## src/rtl/uart_rx_byte.sv

```systemverilog
// 8N1 UART receiver: two-flop synchronised rx, centre-of-bit sampling,
// one-cycle rxready / frame_error strobes and a busy flag.
module uart_rx_byte #(
  parameter int CLOCK_FREQUENCY = 100_000_000,
  parameter int BAUD_RATE       = 115_200
) (
  input  logic       clock,
  input  logic       reset,
  input  logic       rx,
  output logic [7:0] dout,
  output logic       rxready,
  output logic       frame_error,
  output logic       busy
);

  localparam int BIT_PERIOD  = CLOCK_FREQUENCY / BAUD_RATE;
  localparam int HALF_PERIOD = BIT_PERIOD / 2;
  localparam int CNT_W       = $clog2(BIT_PERIOD);
  localparam logic [CNT_W-1:0] BIT_LAST  = CNT_W'(BIT_PERIOD - 1);
  localparam logic [CNT_W-1:0] HALF_LAST = CNT_W'(HALF_PERIOD - 1);

  typedef enum logic [2:0] {IDLE, START, DATA, STOP, WAIT_HIGH} state_t;

  state_t           state, state_next;
  logic [CNT_W-1:0] count, count_next;
  logic [2:0]       bit_index, bit_index_next;
  logic [7:0]       shift, shift_next;
  logic [7:0]       dout_next;
  logic             rxready_next, frame_error_next;
  logic             rx_meta, rx_s;

  // Synchroniser flops reset high so a reset never looks like a start edge.
  always_ff @(posedge clock) begin
    if (reset) begin
      rx_meta <= 1'b1;
      rx_s    <= 1'b1;
    end else begin
      rx_meta <= rx;
      rx_s    <= rx_meta;
    end
  end

  always_ff @(posedge clock) begin
    if (reset) begin
      state       <= IDLE;
      count       <= '0;
      bit_index   <= '0;
      shift       <= '0;
      dout        <= '0;
      rxready     <= 1'b0;
      frame_error <= 1'b0;
    end else begin
      state       <= state_next;
      count       <= count_next;
      bit_index   <= bit_index_next;
      shift       <= shift_next;
      dout        <= dout_next;
      rxready     <= rxready_next;
      frame_error <= frame_error_next;
    end
  end

  always_comb begin
    state_next       = state;
    count_next       = count;
    bit_index_next   = bit_index;
    shift_next       = shift;
    dout_next        = dout;
    rxready_next     = 1'b0;
    frame_error_next = 1'b0;

    case (state)
      IDLE: begin
        if (!rx_s) begin
          state_next = START;
          count_next = '0;
        end
      end

      // A start bit that is high again at its centre was only a glitch.
      START: begin
        if (count == HALF_LAST) begin
          count_next = '0;
          if (rx_s) begin
            state_next = IDLE;
          end else begin
            state_next     = DATA;
            bit_index_next = '0;
          end
        end else begin
          count_next = count + CNT_W'(1);
        end
      end

      DATA: begin
        if (count == BIT_LAST) begin
          count_next     = '0;
          shift_next     = {rx_s, shift[7:1]};
          bit_index_next = bit_index + 3'd1;
          if (bit_index == 3'd7) begin
            state_next = STOP;
          end
        end else begin
          count_next = count + CNT_W'(1);
        end
      end

      // Leaving at mid-stop-bit gives half a bit to catch a back-to-back start.
      STOP: begin
        if (count == BIT_LAST) begin
          count_next = '0;
          if (rx_s) begin
            dout_next    = shift;
            rxready_next = 1'b1;
            state_next   = IDLE;
          end else begin
            frame_error_next = 1'b1;
            state_next       = WAIT_HIGH;
          end
        end else begin
          count_next = count + CNT_W'(1);
        end
      end

      WAIT_HIGH: begin
        if (rx_s) begin
          state_next = IDLE;
        end
      end

      default: state_next = IDLE;
    endcase
  end

  assign busy = (state != IDLE);

endmodule
```

## config.mk

```make
export PLATFORM = sky130hd
export DESIGN_NAME = uart_rx_byte
export DESIGN_NICKNAME = d
export VERILOG_FILES = /design/src/rtl/uart_rx_byte.sv
export SDC_FILE = /design/constraint.sdc
export NUM_CORES = 1
export LEC_CHECK = 0
export ABC_AREA = 0
export BUFFER_PORTS_ARGS = -buffer_cell sky130_fd_sc_hd__buf_4
export CAP_MARGIN = 25
export CORE_MARGIN = 2
export CORE_UTILIZATION = 45
export DETAILED_ROUTE_END_ITERATION = 16
export PLACE_DENSITY = 0.65
export SYNTH_ARGS = -nofsm -noshare
export SYNTH_HDL_FRONTEND = slang
export SYNTH_SLANG_ARGS = --single-unit
```

## constraint.sdc

```tcl
create_clock -name clock -period 1.65 [get_ports clock]
set_input_delay 0 -clock clock [delete_from_list [all_inputs] [get_ports clock]]
set_output_delay 0 -clock clock [all_outputs]
set_load 0.03 [all_outputs]
```

## Word level (Yosys, flattened, before mapping)

Index checks and enable logic that the tools add are counted.

| operators by class | value |
|---|---|
| add/sub/neg operators | 2 |
| multipliers | 0 |
| div/mod/pow operators | 0 |
| $lt $le $gt $ge | 0 |
| eq/ne operators | 14 |
| shift-type cells | 0 |
| muxes and demuxes | 19 |
| bitwise gates (word level) | 2 |
| reduce and logical (&&, ||, !) cells | 11 |

Operator list:

| kind | number |
|---|---|
| 10-bit two-way mux | 3 |
| 3-bit two-way mux | 10 |
| 10-bit case mux with 3 select lines | 1 |
| 3-bit case mux with 5 select lines | 1 |
| 2-bit != test (second input constant) | 7 |
| 10-bit by 1-bit adder with 10-bit output (second input constant) | 1 |
| 10-bit equality test (second input constant) | 1 |
| 10-bit by 9-bit equality test with 1-bit output (second input constant) | 1 |
| 3-bit by 2-bit equality test with 1-bit output (second input constant) | 2 |
| 3-bit equality test (second input constant) | 2 |
| 3-bit case mux with 2 select lines | 1 |
| 6-bit AND reduction | 1 |
| 3-bit nonzero test | 2 |
| 2-bit AND reduction | 2 |
| 4-bit AND reduction | 1 |
| 3-bit by 1-bit adder with 3-bit output (second input constant) | 1 |
| 3-bit by 1-bit equality test with 1-bit output (second input constant) | 1 |
| 3-bit zero test | 1 |
| 3-bit AND reduction | 1 |
| 3-bit OR reduction | 1 |
| 1-bit two-way mux | 2 |
| 2-bit two-way mux | 1 |
| 1-bit NOT | 2 |
| 2-bit nonzero test | 1 |
| 2-bit OR reduction | 1 |

| storage, ports and cells | value |
|---|---|
| register bits | 36 |
| bits in latches | 0 |
| memory bits (writable) | 0 |
| memory bits (read-only) | 0 |
| input bits | 3 |
| output and inout port bits | 11 |
| memories kept | 0 |

## Depth between registers and ports, before layout

| logic depth | value |
|---|---|
| word-level depth | 4 |
| depth in mapped cells | 7 |
| mapped depth without buffers | 6 |

## Worst setup path after synthesis

OpenSTA, ideal clock, no wires.

| timing path | value |
|---|---|
| path type | register to register |
| start point | reg count[0] |
| end point | reg dout[0] |
| data arrival time | 1.605 ns |
| required time | 1.522 ns |
| setup slack | -0.083 ns |
| stages on the path, launching flop included | 6 |
| path buffers | 0 |
| period minus slack after synthesis | 1.733 ns |
| cell sequence | dfxtp_1 -> ha_1 -> nand2b_1 -> nor4_4 -> mux2i_1 -> nor2_1 |

| on the way | value |
|---|---|
| cells in the longest elaborated chain, start to end | 2 |

Ends and longest elaborated chain:

| what | line | RTL |
|---|---|---|
| start: declaration | 25 | `logic [CNT_W-1:0] count, count_next;` |
| start signal: assignment | 54 | `count <= count_next;` |
| 10-bit equality test | 110 | `if (count == BIT_LAST) begin` |
| 3-bit AND reduction (no source line) | -- |  |
| end signal: assignment | 57 | `dout <= dout_next;` |
| end: declaration | 10 | `output logic [7:0] dout,` |

Every way passes these cells.
A chain may end at the register's enable or synchronous reset.

## Final worst setup path

| timing path | value |
|---|---|
| start point | reg count[1] |
| end point | reg count[6] |

| on the way | value |
|---|---|
| cells in the longest elaborated chain, start to end | 3 |
| elaborated cells between the ends (all ways) | 6 |

Ends and longest elaborated chain:

| what | line | RTL |
|---|---|---|
| 10-bit by 1-bit adder with 10-bit output (tied with other cells) | 91, 104, 121 |  |
| 10-bit two-way mux (on tied branches) | 96, 110, 82 |  |
| 10-bit case mux with 3 select lines * | 72 | `case (state)` |

Mark *: on every way between the ends. The rest lies on a longest branch, timed or not.

==> metrics.md <==
| Metric | Value |
|---|---|
| Register area share after synthesis | approximately 41% |
| CTS Root Cell | clkbuf_8 |
| Status | complete, no violations |
| Flop-to-flop setup slack | 0.05 ns |
| Die Area | approximately 4400 µm² |
| H-tree Lvls | 2 |
| DP Worst Slack | between 0.006 and 0.007 ns |
| Residual DRC count | 0 |
| WS Path Type | reg2reg |
| Postcts setup bufs | 0 |
| Share of post-route cells with drive strength above 1 | 32.5% |
| Clock share of power | 40.2% |
| Routed wl met3 | 159 µm |
| Endpoints failing setup | 0 |
| Worst-path maximum fanout | 6 |
| Min-delay src | reset |
| MaxCap Viol Count | 0 |
| Gate power share | under 10% |
| Top layer reached by signal wires | met4 |
| CTS tree | done |
| Reg2reg path depth | 6 |
| Global-route wire length before repair | slightly above 6000 µm |
| Yosys cell types | between 40 and 50 |
| Fin crit share | a little under 100% |
| WL met2 | about 2000 µm |
| Final WL | 4000 µm |
| Final min period | about 1.6 ns |
| Synthesized Nets | around 190 |
| Startpoint type of the worst setup path | flip-flop |
| Design area | ~2200 µm² |
| Max-slew headroom | 78.5% |
| Vias in the first global route | around 1,300 |
| Critical path endpoint category | flip-flop |
| Sequential group share of total power | between 50% and 60% |
| DP Area | about 2000 µm² |
| Clock skew | around 0.0064 ns |
| Synthesized instance count | roughly 190 |
| Max-slew violation count | 0 |
| Fmax | about 630 MHz |
| Num CTS Buffers | 5 |
| Critical Path AT | approximately 1.8 ns |
| Worst-path clk slew | around 0.070 ns |
| Yosys warning total | 0 |
| Switching share of power | between 20% and 30% |
| Via count | roughly 1,500 |
| Area leader, netlist | dfxtp_1 |
| Final ANT Viol Nets | 0 |
| Largest net degree at the start of global routing | 31 |
| Share of the synthesized area in the top cell type | about two fifths |
| Number of flops mapped to enable cells by yosys | 0 |
| Die Wd | around 66 µm |
| HPWL after DPL | around 2700 µm |
| Drt wl/cell | around 15 µm |
| RR Startpoint | count[1]$_SDFFE_PP0P_ |
| Required time worst endpoint | between 1.5 and 2 ns |
| Via-to-Cell Ratio | ~5.7 |
| Final-report hold violation count | 0 |
| Design Power | 1.61 mW |
| Clock tree buffer depth | 2 |
| Initial DRC Count | between 150 and 200 |
| Power density over the cells | between 700 and 800 nW/µm² |
| Synth top area cells | dfxtp_1 41%, mux2i_1 9.2%, nor2_1 4.7%, nand4_1 3.9%, ha_1 2.9% |
| Initial DRT Pass Iterations | 4 |
| Synthesis-to-finish area growth | 25.5% |
| Core Area | about 3700 µm² |
| Die Y | between 60 and 70 µm |
| Hold path depth | 2 |
| ANT cells | 0 |
| Net Sw Power | approximately 0.36 mW |
| Num ports | 14 |
| Finished Core Util | 59.4% |
| FFs w/ async S/R, synth | 0% |
| Port buffer count | 13 |
| Synthesized area | 1750 µm² |
| Gr ovfl total | 0 |
| Ys flop type | dfxtp_1 |
| Fin nets | 218 |
| Leakage | between 0.8 and 0.9 nW |
| Wl on met1 | ~1800 µm |
| Rows | 22 |
| Slew of the pin with the lowest slew margin | between 0.3 and 0.4 ns |
| Pint | ~1.2 mW |
| VDD IR max | 0.000540 V |
| GRT Util Overall | a little under a fifth |
| Worst setup margin | ~0.054 ns |
| Reg-to-Reg End | count[6]$_SDFFE_PP0P_ |
| RD Place Congestion | 0.837 |
| Starting Density | between 40% and 50% |
| Syn avg cell area | between 9 and 10 µm² |
| Total negative slack | 0 ns |
| Clock latency on the worst-skew pair | ~0.28 ns |
| Yosys reg bits | 36 |
| Hold Path Sink | shift[7]$_SDFFE_PP0P_ |
| Clock Sinks | 36 |
| Initial antenna violation count | 0 |
| Hold Path Class | in2reg |
## worst max-delay path, stage by stage (launching register included)
cell	delay [ns]
dfxtp_2	0.36
inv_2	0.04
ha_1	0.16
and4bb_2	0.28
a41oi_4	0.20
nand3_4	0.16
o311ai_1	0.30
## flip-flops by register name, summed over array words and instances (netlist names)
signal / flops
count: 10
dout: 8
shift: 8
bit_index: 3
state: 3
frame_error: 1
rx_meta: 1
rx_s: 1
rxready: 1
## synth_stat cells, types with 5 or more instances
library cell,instances
mux2i_1,16
nand2_1,11
nor2_1,22
o311ai_1,5
nor3_1,5
nand4_1,11
nand3_1,8
dfxtp_1,36
buf_2,9
inv_1,5
a21oi_1,5
## power by group through the flow
stage	logic [mW]	clock network (mW)	registers, mW
floorplan	0.0500	0	0.894
global placement	0.0739	0	0.897
detailed placement	0.0751	0	0.897
CTS	0.0769	0.667	0.877
global route	0.0909	0.700	0.878
finish	0.0848	0.646	0.878
## cell families after synthesis
logic type      Yosys count  share of synthesized area [%]
fa+ha+maj                 4                           2.87
compound gates           29                           12.8
simple gates             83                           29.4
buf+inv                  18                           4.51
mux                      16                           9.17
flops                    36                           41.3
## repair_timing
item,in CTS,in global routing
gates cloned,0,0
pin swaps,1,6
hold buffers,1,0
gates resized for setup,1,20
hold endpoints to repair,1,0
endpoints found under the setup margin,5,22
## layer usage
layer / up-vias / global-route usage (%)
li1: 744 / -
met1: 698 / 24.4
met2: 30 / 29.5
met3: 6 / 5.28
met4: 0 / 5.10
met5: - / 0
## stage by stage
step	hold slack [ns]	cells
6_report	0.0918	260
2_1_floorplan	0.104	186
5_1_grt	0.0984	260
3_5_place_dp	0.188	251
4_1_cts	0.0849	260
3_3_place_gp	0.185	251
## final cells by class
class	count	area, µm²
Inverter	5	18.8
Fill cell	324	1500
Multi-Input combinational cell	132	1040
Tap cell	48	60.1
Timing Repair Buffer	31	251
Sequential cell	36	728
Clock inverter	1	7.51
Clock buffer	7	86.3
## worst max path at each step
stage / start / endpoint / slack, ns / depth (start not counted)
2_1_floorplan: count[0]$_SDFFE_PP0P_ / dout[0]$_SDFFE_PP0P_ / 0.003 / 5
3_3_place_gp: count[1]$_SDFFE_PP0P_ / bit_index[0]$_SDFFE_PP0P_ / 0.02 / 7
3_5_place_dp: count[0]$_SDFFE_PP0P_ / bit_index[2]$_SDFFE_PP0P_ / 0.006 / 5
4_1_cts: count[1]$_SDFFE_PP0P_ / count[5]$_SDFFE_PP0P_ / -0.02 / 6
5_1_grt: count[1]$_SDFFE_PP0P_ / count[5]$_SDFFE_PP0P_ / -0.02 / 6
6_report: count[1]$_SDFFE_PP0P_ / count[6]$_SDFFE_PP0P_ / 0.05 / 6
## cell usage in the layout, fill, tap and decap left out, drive strengths merged, types with 3 or more instances in the layout
cell    instances
nand4          11
o31ai           3
dfxtp          36
a31oi           3
ha              4
inv             5
o21ai           3
a21oi           5
nor4            3
nor3            5
or2             4
nand3           9
nand2          11
nor2           22
o311ai          5
buf            30
clkbuf          7
mux2i          16
nor3b           3
Note: power is estimated with default switching activity, not from simulation.
